==> config.mk <==
export PLATFORM = sky130hd
export DESIGN_NAME = i2s_rx_deserializer
export DESIGN_NICKNAME = d
export VERILOG_FILES = /design/src/rtl/i2s_rx_deserializer.sv
export SDC_FILE = /design/constraint.sdc
export NUM_CORES = 1
export LEC_CHECK = 0
export ABC_AREA = 1
export CORE_ASPECT_RATIO = 0.7
export CORE_MARGIN = 5
export CORE_UTILIZATION = 55
export DETAILED_ROUTE_END_ITERATION = 10
export PLACE_DENSITY_LB_ADDON = 0.15
export SLEW_MARGIN = 10
export SYNTH_ARGS = -nofsm -noshare
export SYNTH_HDL_FRONTEND = slang
export SYNTH_SLANG_ARGS = --single-unit
export TNS_END_PERCENT = 1
==> constraint.sdc <==
create_clock -name clk -period 2.32 [get_ports clk]
set_input_delay 0.232 -clock clk [delete_from_list [all_inputs] [get_ports clk]]
set_output_delay 0.232 -clock clk [all_outputs]
set_load 0.02 [all_outputs]
==> src/rtl/i2s_rx_deserializer.sv <==
// I2S slave receiver: synchronizes SCLK/WS/SD into clk, deserializes DATA_W-bit slots and queues them in a FWFT FIFO.
// Optional macro I2S_RX_LEFT_ONLY_EN: keep only left-channel (ws = 0) words; sample_chan tied to 0.
module i2s_rx_deserializer #(
    parameter int DATA_W     = 16,
    parameter int FIFO_DEPTH = 4
) (
    input  logic              clk,
    input  logic              reset_n,
    input  logic              sclk_in,
    input  logic              ws_in,
    input  logic              sd_in,
    output logic [DATA_W-1:0] sample_data,
    output logic              sample_chan,
    output logic              sample_valid,
    input  logic              sample_ready,
    output logic              overflow,
    input  logic              clr_overflow,
    output logic              frame_err
);

    localparam int AW = $clog2(FIFO_DEPTH);
    localparam int CW = $clog2(DATA_W + 1);

    typedef enum logic {
        IDLE  = 1'b0,
        SHIFT = 1'b1
    } state_t;

    logic [2:0]        r_sclkSync;
    logic [1:0]        r_wsSync;
    logic [1:0]        r_sdSync;
    logic              r_wsPrev;
    state_t            r_state;
    logic [CW-1:0]     r_bitCnt;
    logic [DATA_W-1:0] r_shreg;
    logic              r_pushEn;
    logic [DATA_W-1:0] r_pushWord;
    logic              r_frameErr;
    logic [DATA_W-1:0] r_mem [FIFO_DEPTH];
    logic [AW:0]       r_wrPtr;
    logic [AW:0]       r_rdPtr;
    logic              r_overflow;

    state_t            w_nextState;
    logic [CW-1:0]     w_nextBitCnt;
    logic [DATA_W-1:0] w_nextShreg;
    logic              w_wordDone;
    logic              w_wordErr;
    logic              w_pushReq;
    logic [DATA_W-1:0] w_word;
    logic              w_rise;
    logic              w_ws;
    logic              w_sd;
    logic              w_wsChange;
    logic              w_empty;
    logic              w_full;
    logic              w_pop;
    logic              w_write;
    logic              w_drop;

    assign w_rise     = r_sclkSync[1] & ~r_sclkSync[2];
    assign w_ws       = r_wsSync[1];
    assign w_sd       = r_sdSync[1];
    assign w_wsChange = w_rise & (w_ws != r_wsPrev);
    assign w_word     = {r_shreg[DATA_W-2:0], w_sd};

    always_ff @(posedge clk or negedge reset_n) begin
        if (!reset_n) begin
            r_sclkSync <= '0;
            r_wsSync   <= '0;
            r_sdSync   <= '0;
            r_wsPrev   <= 1'b0;
        end else begin
            r_sclkSync <= {r_sclkSync[1:0], sclk_in};
            r_wsSync   <= {r_wsSync[0], ws_in};
            r_sdSync   <= {r_sdSync[0], sd_in};
            if (w_rise) begin
                r_wsPrev <= w_ws;
            end
        end
    end

    // A WS change marks the LSB of the finishing slot; only a full-length slot yields a word.
    always_comb begin
        w_nextState  = r_state;
        w_nextBitCnt = r_bitCnt;
        w_nextShreg  = r_shreg;
        w_wordDone   = 1'b0;
        w_wordErr    = 1'b0;
        case (r_state)
            IDLE: begin
                if (w_wsChange) begin
                    w_nextBitCnt = '0;
                    w_nextState  = SHIFT;
                end
            end
            SHIFT: begin
                if (w_wsChange) begin
                    w_nextBitCnt = '0;
                    if (r_bitCnt == CW'(DATA_W - 1)) begin
                        w_wordDone = 1'b1;
                    end else begin
                        w_wordErr = 1'b1;
                    end
                end else if (w_rise) begin
                    w_nextShreg = {r_shreg[DATA_W-2:0], w_sd};
                    if (r_bitCnt != CW'(DATA_W)) begin
                        w_nextBitCnt = r_bitCnt + 1'b1;
                    end
                end
            end
            default: w_nextState = IDLE;
        endcase
    end

`ifdef I2S_RX_LEFT_ONLY_EN
    assign w_pushReq = w_wordDone & ~r_wsPrev;
`else
    assign w_pushReq = w_wordDone;
`endif

    always_ff @(posedge clk or negedge reset_n) begin
        if (!reset_n) begin
            r_state    <= IDLE;
            r_bitCnt   <= '0;
            r_shreg    <= '0;
            r_pushEn   <= 1'b0;
            r_pushWord <= '0;
            r_frameErr <= 1'b0;
        end else begin
            r_state    <= w_nextState;
            r_bitCnt   <= w_nextBitCnt;
            r_shreg    <= w_nextShreg;
            r_pushEn   <= w_pushReq;
            r_frameErr <= w_wordErr;
            if (w_wordDone) begin
                r_pushWord <= w_word;
            end
        end
    end

    // Extra pointer bit distinguishes full from empty; a pop frees the slot a same-cycle push needs.
    assign w_empty = (r_wrPtr == r_rdPtr);
    assign w_full  = (r_wrPtr[AW-1:0] == r_rdPtr[AW-1:0]) && (r_wrPtr[AW] != r_rdPtr[AW]);
    assign w_pop   = ~w_empty & sample_ready;
    assign w_write = r_pushEn & (~w_full | w_pop);
    assign w_drop  = r_pushEn & w_full & ~w_pop;

    always_ff @(posedge clk or negedge reset_n) begin
        if (!reset_n) begin
            for (int i = 0; i < FIFO_DEPTH; i++) begin
                r_mem[i] <= '0;
            end
            r_wrPtr    <= '0;
            r_rdPtr    <= '0;
            r_overflow <= 1'b0;
        end else begin
            if (w_write) begin
                r_mem[r_wrPtr[AW-1:0]] <= r_pushWord;
                r_wrPtr                <= r_wrPtr + 1'b1;
            end
            if (w_pop) begin
                r_rdPtr <= r_rdPtr + 1'b1;
            end
            if (w_drop) begin
                r_overflow <= 1'b1;
            end else if (clr_overflow) begin
                r_overflow <= 1'b0;
            end
        end
    end

`ifdef I2S_RX_LEFT_ONLY_EN
    assign sample_chan = 1'b0;
`else
    logic              r_pushChan;
    logic              r_chanMem [FIFO_DEPTH];

    always_ff @(posedge clk or negedge reset_n) begin
        if (!reset_n) begin
            r_pushChan <= 1'b0;
            for (int i = 0; i < FIFO_DEPTH; i++) begin
                r_chanMem[i] <= 1'b0;
            end
        end else begin
            if (w_wordDone) begin
                r_pushChan <= r_wsPrev;
            end
            if (w_write) begin
                r_chanMem[r_wrPtr[AW-1:0]] <= r_pushChan;
            end
        end
    end

    assign sample_chan = r_chanMem[r_rdPtr[AW-1:0]];
`endif

    assign sample_data  = r_mem[r_rdPtr[AW-1:0]];
    assign sample_valid = ~w_empty;
    assign overflow     = r_overflow;
    assign frame_err    = r_frameErr;

endmodule
==> impl_results.rst, run 1 <==
.. list-table::
   :header-rows: 1

   * - Metric
     - Value
   * - Status
     - finished with violations
   * - Violated checks
     - design-rule violations
   * - Count of pins over their slew limit
     - 0
   * - Cell area after synthesis
     - 5550 sq um
   * - Proportion of layout cells with a drive suffix above 1
     - 9.25%
   * - Total grt overflow
     - 0
   * - Number of warnings issued by yosys
     - 0
   * - #FFs+latches synth
     - 123
   * - Y dimension of the die
     - 94.1 microns
   * - Headroom to the max-slew limit
     - 60.5%
   * - Highest-utilization routing layer at the global route stage
     - met2
   * - Worst-Skew Late Latency
     - 0.41 ns
   * - Post-Synthesis Net Count
     - 665
   * - Pin count of the biggest net entering global routing
     - 49
   * - Unrepaired setup endpoints after global routing
     - false
   * - Max Cap Violations
     - 0
   * - Slew at the pin closest to its max-slew limit
     - 0.590 ns
   * - CTS buffer count
     - 17
   * - TritonCTS clock tree
     - yes
   * - Port Buf Inserts
     - 26
   * - Number of antenna violations at the first check in global routing
     - 0
   * - Highest Clock Rate
     - 0.445 GHz
   * - Placement Setup Slack
     - 0.354 ns
   * - Combinational fraction of design power
     - 8.1%
   * - H-tree levels
     - 4
   * - Sw Share
     - 24.3%
   * - Antenna Violating Nets Remaining
     - 0
   * - Reg-to-reg slack, setup
     - 0.35 ns
   * - Critical Setup Path Class
     - register to output port
   * - Cell Rows
     - 30
   * - Power per cell area
     - 779 nW/um^2
   * - First-pass GRT wire length
     - 23100 microns
   * - Post-Synthesis Mean Instance Area
     - 8.54 sq um
   * - Via count of the first global-routing pass
     - 4574
   * - Detail Placement HPWL
     - 8450 microns
   * - Critical Path Source Type
     - register
   * - Met1 capacity usage during global routing
     - 35.0%
   * - Commonest non-fill, non-tap cell in the layout
     - nand2_1
   * - Core outline area
     - 9760 sq um
   * - Flip-flop and latch area
     - 3080 sq um
   * - Chip width
     - 130 microns
   * - Clock slew at reported path FFs
     - 0.05 ns
   * - Period utilization
     - 96.8%
   * - Static Leakage
     - 3.60 nW
   * - Number of optimization iterations in the first detailed-route pass
     - 9
   * - Area delta synth->final
     - 16.9%
   * - Min-delay worst type
     - primary input to register
   * - Starting density of the core
     - 56.9%
   * - Count of unique library cells instantiated by Yosys
     - 27
   * - Setup violation total in the final timing report
     - 0
   * - Crit-path max FO
     - 24
   * - Fin nets
     - 684
   * - Flop pwr share
     - 46.1%
   * - Cell count after synthesis
     - 650
   * - Total net switching power
     - 1.23 mW
   * - Full die area
     - 12200 sq um
   * - Crit path capture type
     - output port
   * - Total of fill cells in the finished design
     - 745
   * - Total Routing Usage GR
     - 24.1%
   * - Minimum period implied by the final worst setup slack
     - 2.25 ns
   * - Final setup margin
     - 0.0738 ns
   * - Met2 GRT Util
     - 35.1%
   * - Required @ worst endpoint
     - 2.09 ns
   * - Sink Count
     - 123
   * - Routability congestion estimate from global placement
     - 0.868
   * - Largest stage delay on the critical path
     - 0.63 ns
   * - Met3 usage in global routing
     - 4.49%
   * - Crit-path slowest cell
     - clkdlybuf4s50_1
   * - Clock Path Buffers
     - 2
   * - Peak ir drop on the vdd network
     - 0.546 mV
   * - Number of setup buffers added after CTS
     - 0
   * - Proportion of synthesized chip area in sequential cells
     - 55.4%
   * - Residual DRC
     - 1
   * - Internal power consumption
     - 3.83 mW
   * - Clock power share
     - 45.7%
   * - Cell Chain, Critical Path
     - inv_4, buf_12, nor2_1, o22ai_1, clkdlybuf4s50_1
   * - Vias per cell
     - 5.88
   * - Post-Route WL
     - 13600 microns
   * - Top library cells by usage in the layout, fill and taps aside
     - nand2_1 (247), dfrtp_1 (122), nand4_1 (71)
   * - Clk_skew
     - 0.00682 ns
   * - Hold violation total from the final report
     - 0
   * - Initial detailed-routing violation count
     - 544
   * - Clock tree root buffer cell
     - clkbuf_16
   * - Combined area of the multi-input logic cells
     - 2190 sq um
   * - Count of vias placed by the detailed router
     - 4754
   * - Boundary Pins
     - 27
   * - Drt wl/cell
     - 16.9 microns
   * - Post-Route Setup TNS
     - 0 ns
   * - Antenna diodes
     - 0
   * - Data arrival time of the critical path
     - 2.01 ns
per-layer routing:
layer | up-vias | wire length, microns
met5 | - | 0
met4 | 0 | 309
met3 | 35 | 1040
met2 | 215 | 6220
met1 | 2288 | 6070
li1 | 2216 | -
power groups by stage:
stage          Clock, mW  Combinational, mW  Sequential (mW)
2_1_floorplan          0              0.243             2.35
3_3_place_gp           0              0.403             2.36
3_5_place_dp           0              0.419             2.37
4_1_cts             2.34              0.421             2.33
5_1_grt             2.43              0.466             2.34
6_report            2.31              0.412             2.33
flip-flops by register name, indices dropped and copies added (netlist names):
register    cells
overflow        1
r_sdSync        2
r_wsSync        2
r_sclkSync      3
r_pushEn        1
r_pushChan      1
r_chanMem       4
r_mem          64
r_wrPtr         3
r_state         1
r_rdPtr         3
r_pushWord     16
frame_err       1
r_wsPrev        1
r_shreg        15
r_bitCnt        5
per-stage QoR:
stage | util, % | power [mW] | hold WS, ns | cells | cell area, sq um
after floorplan | - | 2.59 | -0.0636 | 650 | 5550
after global placement | 60.8 | 2.77 | 0.226 | 777 | 5930
after detailed placement | 60.8 | 2.78 | 0.226 | 777 | 5930
after CTS | 66.2 | 5.09 | 0.256 | 809 | 6460
after global routing | 66.5 | 5.24 | 0.271 | 809 | 6490
final | 66.5 | 5.06 | 0.263 | 809 | 6490
layout make-up:
class                   count  area share (%)
repair buffers             45            7.23
inverters                  20            1.19
multi-input cells         462            33.7
clock inverters             9           0.732
well taps                 128            2.47
flip-flops and latches    123            47.4
clock buffers              22            7.30
cells by family (layout without fill, tap and decap cells):
kind of cell    Yosys count  after routing  synth area share (%)
fa+ha+maj                 8              8                  1.80
buf+inv                  65             96                  5.23
flops                   123            123                  55.4
compound gates           60             60                  5.83
simple gates            391            391                  31.2
xor+xnor                  3              3                 0.473
critical path, delay by kind of cell (launching register included):
| kind | cells | cell delay, ns |
|---|---|---|
| buffers and inverters | 3 | 0.96 |
| DFF | 1 | 0.42 |
| AOI/OAI and AO/OA | 1 | 0.17 |
| and+or+nand+nor | 1 | 0.05 |
worst paths after layout:
path,from,end,depth (start not counted)
worst max-delay path,r_rdPtr[0]$_DFFE_PN0P_,sample_data[9],5
worst min-delay path,sclk_in,r_sclkSync[0]$_DFF_PN0_,1
worst max register to register,r_bitCnt[0]$_DFFE_PN0P_,r_pushWord[4]$_DFFE_PN0P_,8
worst min register to register,r_wsSync[0]$_DFF_PN0_,r_wsSync[1]$_DFF_PN0_,0
max in group asynchronous,reset_n,r_shreg[8]$_DFFE_PN0P_,3
min in group asynchronous,reset_n,r_mem[33]$_DFFE_PN0P_,2
cells in the mapped netlist:
library cell,count,area share (%)
nor2_1,40,2.7
nor2_4,1,0.20
nor2_2,1,0.11
nand2_2,2,0.23
xor2_1,1,0.16
o22ai_1,19,2.1
nand2_4,1,0.20
inv_2,3,0.20
o21ai_0,40,3.6
nand3_2,4,0.72
buf_4,4,0.54
nor3_1,1,0.090
clkbuf_2,1,0.090
dfrtp_1,123,55
inv_1,16,1.1
clkbuf_1,12,0.81
clkinv_1,1,0.068
nand4_1,71,8.0
buf_2,12,1.1
nand2_1,247,17
xnor2_1,2,0.32
buf_6,2,0.41
a21oi_1,1,0.090
nand3_1,22,2.0
nand3_4,1,0.32
ha_1,8,1.8
buf_1,14,0.95
timing repair:
action / in CTS / in global routing
cloned: 0 / 0
hold buffers: 1 / 0
gates resized for setup: 4 / 13
hold endpoints to repair: 33 / 0
endpoints found under the setup margin: 9 / 13
No activity file was read; power rests on OpenSTA's default activity.
==> inputs of run 2 (changes only) <==
Settings changed: SLEW_MARGIN 10 to default.
Clock period 2.32 ns to 2.3 ns, I/O delays scaled along.
==> run 2 against run 1 <==
The run now ends clean. Count of clock-buffer cells in the layout is 3 higher. Sequential power hardly changed. Clock power is 19% higher. Clock skew is 0.0010 ns higher. Sequential share of layout area is 0.60 points lower. Critical path depth is 1 lower. Final cell count is 0.12% higher. Wire length is 1.2% higher. Critical path type unchanged. Flip-flop and latch count stayed put. Critical endpoint is now sample_data[1].
==> impl_results.rst, run 2 (same netlist as run 1, synthesis figures left out) <==
.. list-table::
   :header-rows: 1

   * - Metric
     - Value
   * - Status
     - complete, no violations
   * - CTS buffer count
     - 17 (unchanged)
   * - Detail Placement HPWL
     - 8590 microns (+1.7%)
   * - TritonCTS clock tree
     - yes
   * - Top library cells by usage in the layout, fill and taps aside
     - nand2_1 (247), dfrtp_1 (122), nand4_1 (71)
   * - First-pass GRT wire length
     - 23300 microns (+1.0%)
   * - Total Routing Usage GR
     - 24.3% (+0.22 points)
   * - Commonest non-fill, non-tap cell in the layout
     - nand2_1
   * - Setup violation total in the final timing report
     - 0 (unchanged)
   * - Via count of the first global-routing pass
     - 4676 (+2.2%)
   * - Initial detailed-routing violation count
     - 673 (+24%)
   * - Post-route total power
     - 5.53 mW (+9.3%)
   * - Data arrival time of the critical path
     - 1.99 ns (-0.02 ns)
   * - Sw Share
     - 22.8% (-1.5 points)
   * - Sink Count
     - 123 (unchanged)
   * - Total grt overflow
     - 0 (unchanged)
   * - Clock slew at reported path FFs
     - 0.05 ns (about the same)
   * - Min-delay worst type
     - primary input to register
   * - Period utilization
     - 96.6%
   * - Starting density of the core
     - 56.9% (unchanged)
   * - Chip width
     - 130 microns (unchanged)
   * - Port Buf Inserts
     - 26 (unchanged)
   * - Count of vias placed by the detailed router
     - 4753 (-0.021%)
   * - Area delta synth->final
     - 18.4%
   * - Peak ir drop on the vdd network
     - 0.545 mV (-0.13%)
   * - Boundary Pins
     - 27 (unchanged)
   * - Max Cap Violations
     - 0 (unchanged)
   * - Pin count of the biggest net entering global routing
     - 49 (unchanged)
   * - Minimum period implied by the final worst setup slack
     - 2.22 ns
   * - Highest Clock Rate
     - 0.450 GHz
   * - Critical Setup Path Class
     - register to output port
   * - Power per cell area
     - 841 nW/um^2 (+7.9%)
   * - Total net switching power
     - 1.26 mW (+2.6%)
   * - Count of pins over their slew limit
     - 0 (unchanged)
   * - Routability congestion estimate from global placement
     - 0.871 (+0.36%)
   * - Flop pwr share
     - 42.6% (-3.5 points)
   * - Residual DRC
     - 0 (-1)
   * - Largest Register
     - r_mem
   * - Fin nets
     - 684 (unchanged)
   * - Unrepaired setup endpoints after global routing
     - false
   * - Number of optimization iterations in the first detailed-route pass
     - 5 (-4)
   * - Internal power consumption
     - 4.27 mW (+11%)
   * - Drt wl/cell
     - 17.1 microns (+1.1%)
   * - Post-Route Setup TNS
     - 0 ns (unchanged)
   * - Clock power share
     - 49.8% (+4.1 points)
   * - Proportion of layout cells with a drive suffix above 1
     - 9.24% (-0.014 points)
   * - Number of antenna violations at the first check in global routing
     - 0 (unchanged)
   * - Vias per cell
     - 5.87 (-0.14%)
   * - Worst setup path startpoint
     - r_rdPtr[0]$_DFFE_PN0P_
   * - Clock tree root buffer cell
     - clkbuf_16
   * - Slew at the pin closest to its max-slew limit
     - 0.572 ns (-0.0181 ns)
   * - Registers with the highest flip-flop counts
     - r_mem (64), r_pushWord (16), r_shreg (15)
   * - Flip-flop count of the largest register after layout
     - 64 (unchanged)
   * - Worst-Skew Late Latency
     - 0.41 ns (about the same)
   * - Y dimension of the die
     - 94.1 microns (unchanged)
   * - Antenna Violating Nets Remaining
     - 0 (unchanged)
   * - Static Leakage
     - 3.59 nW (-0.21%)
   * - Hold violation total from the final report
     - 0 (unchanged)
   * - Final core utilization
     - 67.4% (+0.85 points)
   * - Required @ worst endpoint
     - 2.07 ns (-0.02 ns)
   * - Headroom to the max-slew limit
     - 61.8% (+1.3 points)
   * - H-tree levels
     - 4 (unchanged)
   * - Post-Route WL
     - 13800 microns (+1.2%)
   * - Number of setup buffers added after CTS
     - 0 (unchanged)
   * - Full die area
     - 12200 sq um (unchanged)
   * - Antenna diodes
     - 0 (unchanged)
   * - Start point of the worst hold path
     - sclk_in
   * - Crit-path max FO
     - 37 (+54%)
   * - Cell Rows
     - 30 (unchanged)
   * - Crit path capture type
     - output port
   * - Combinational fraction of design power
     - 7.5% (-0.6 points)
   * - Worst reg2reg path startpoint
     - r_bitCnt[0]$_DFFE_PN0P_
   * - Clock Path Buffers
     - 2 (unchanged)
   * - Critical Path Source Type
     - register
   * - Clk_skew
     - 0.00786 ns (+0.00104 ns)
   * - Core outline area
     - 9760 sq um (unchanged)
-- run 2: area by class of cell --
class	count	area (sq um)
clock buffers	25	505
clock inverters	7	110
fillers	787	3180
inverters	20	77.6
multi-input cells	462	2190
flip-flops and latches	123	3080
well taps	128	160
repair buffers	45	458
-- run 2: worst max-delay path: stages (launching register included) --
cell	delay, ns
dfrtp_1	0.43
buf_12	0.22
o21ai_0	0.12
o22ai_1	0.18
clkdlybuf4s50_1	0.63
-- run 2: metal layers --
layer | vias to the layer above | part of all wire (%) | GRT usage, % | wire length (microns)
met5 | - | 0 | 0 | 0
met4 | 0 | 1.3 | 8.22 | 183
met3 | 23 | 7.7 | 6.25 | 1060
met2 | 197 | 47 | 37.9 | 6530
met1 | 2322 | 44 | 33.2 | 6040
li1 | 2211 | - | - | -
-- run 2: per-stage QoR --
stage                     cell area [sq um]  hold WS, ns  setup slack [ns]  cells
after floorplan                        5550      -0.0656             0.681    650
after global placement                 5930        0.231             0.379    777
after detailed placement               5930        0.234             0.321    777
after CTS                              6550        0.252           0.00112    810
after global routing                   6580        0.248          0.000690    810
final                                  6580        0.259            0.0777    810
-- run 2: timing repair --
action,4_1_cts,5_1_grt
hold buffers,1,0
endpoints found under the hold margin,35,0
setup endpoints to repair,12,9
resized for setup,9,10
-- run 2: worst paths after layout --
kind / end / slack (ns) / cells after the start
max in group asynchronous: r_pushWord[9]$_DFFE_PN0P_ / 1.29 / 3
min: r_sclkSync[0]$_DFF_PN0_ / 0.26 / 1
min reg2reg: r_sclkSync[1]$_DFF_PN0_ / 0.35 / 0
min in group asynchronous: r_sclkSync[0]$_DFF_PN0_ / 0.33 / 2
max: sample_data[1] / 0.08 / 4
max reg2reg: r_pushWord[13]$_DFFE_PN0P_ / 0.40 / 8
-- run 2: power by group through the flow --
stage | clock network, mW | registers [mW] | logic, mW
after CTS | 2.78 | 2.35 | 0.421
final | 2.75 | 2.36 | 0.417
after global placement | 0 | 2.38 | 0.406
after detailed placement | 0 | 2.39 | 0.425
after global routing | 2.89 | 2.37 | 0.475
after floorplan | 0 | 2.37 | 0.245
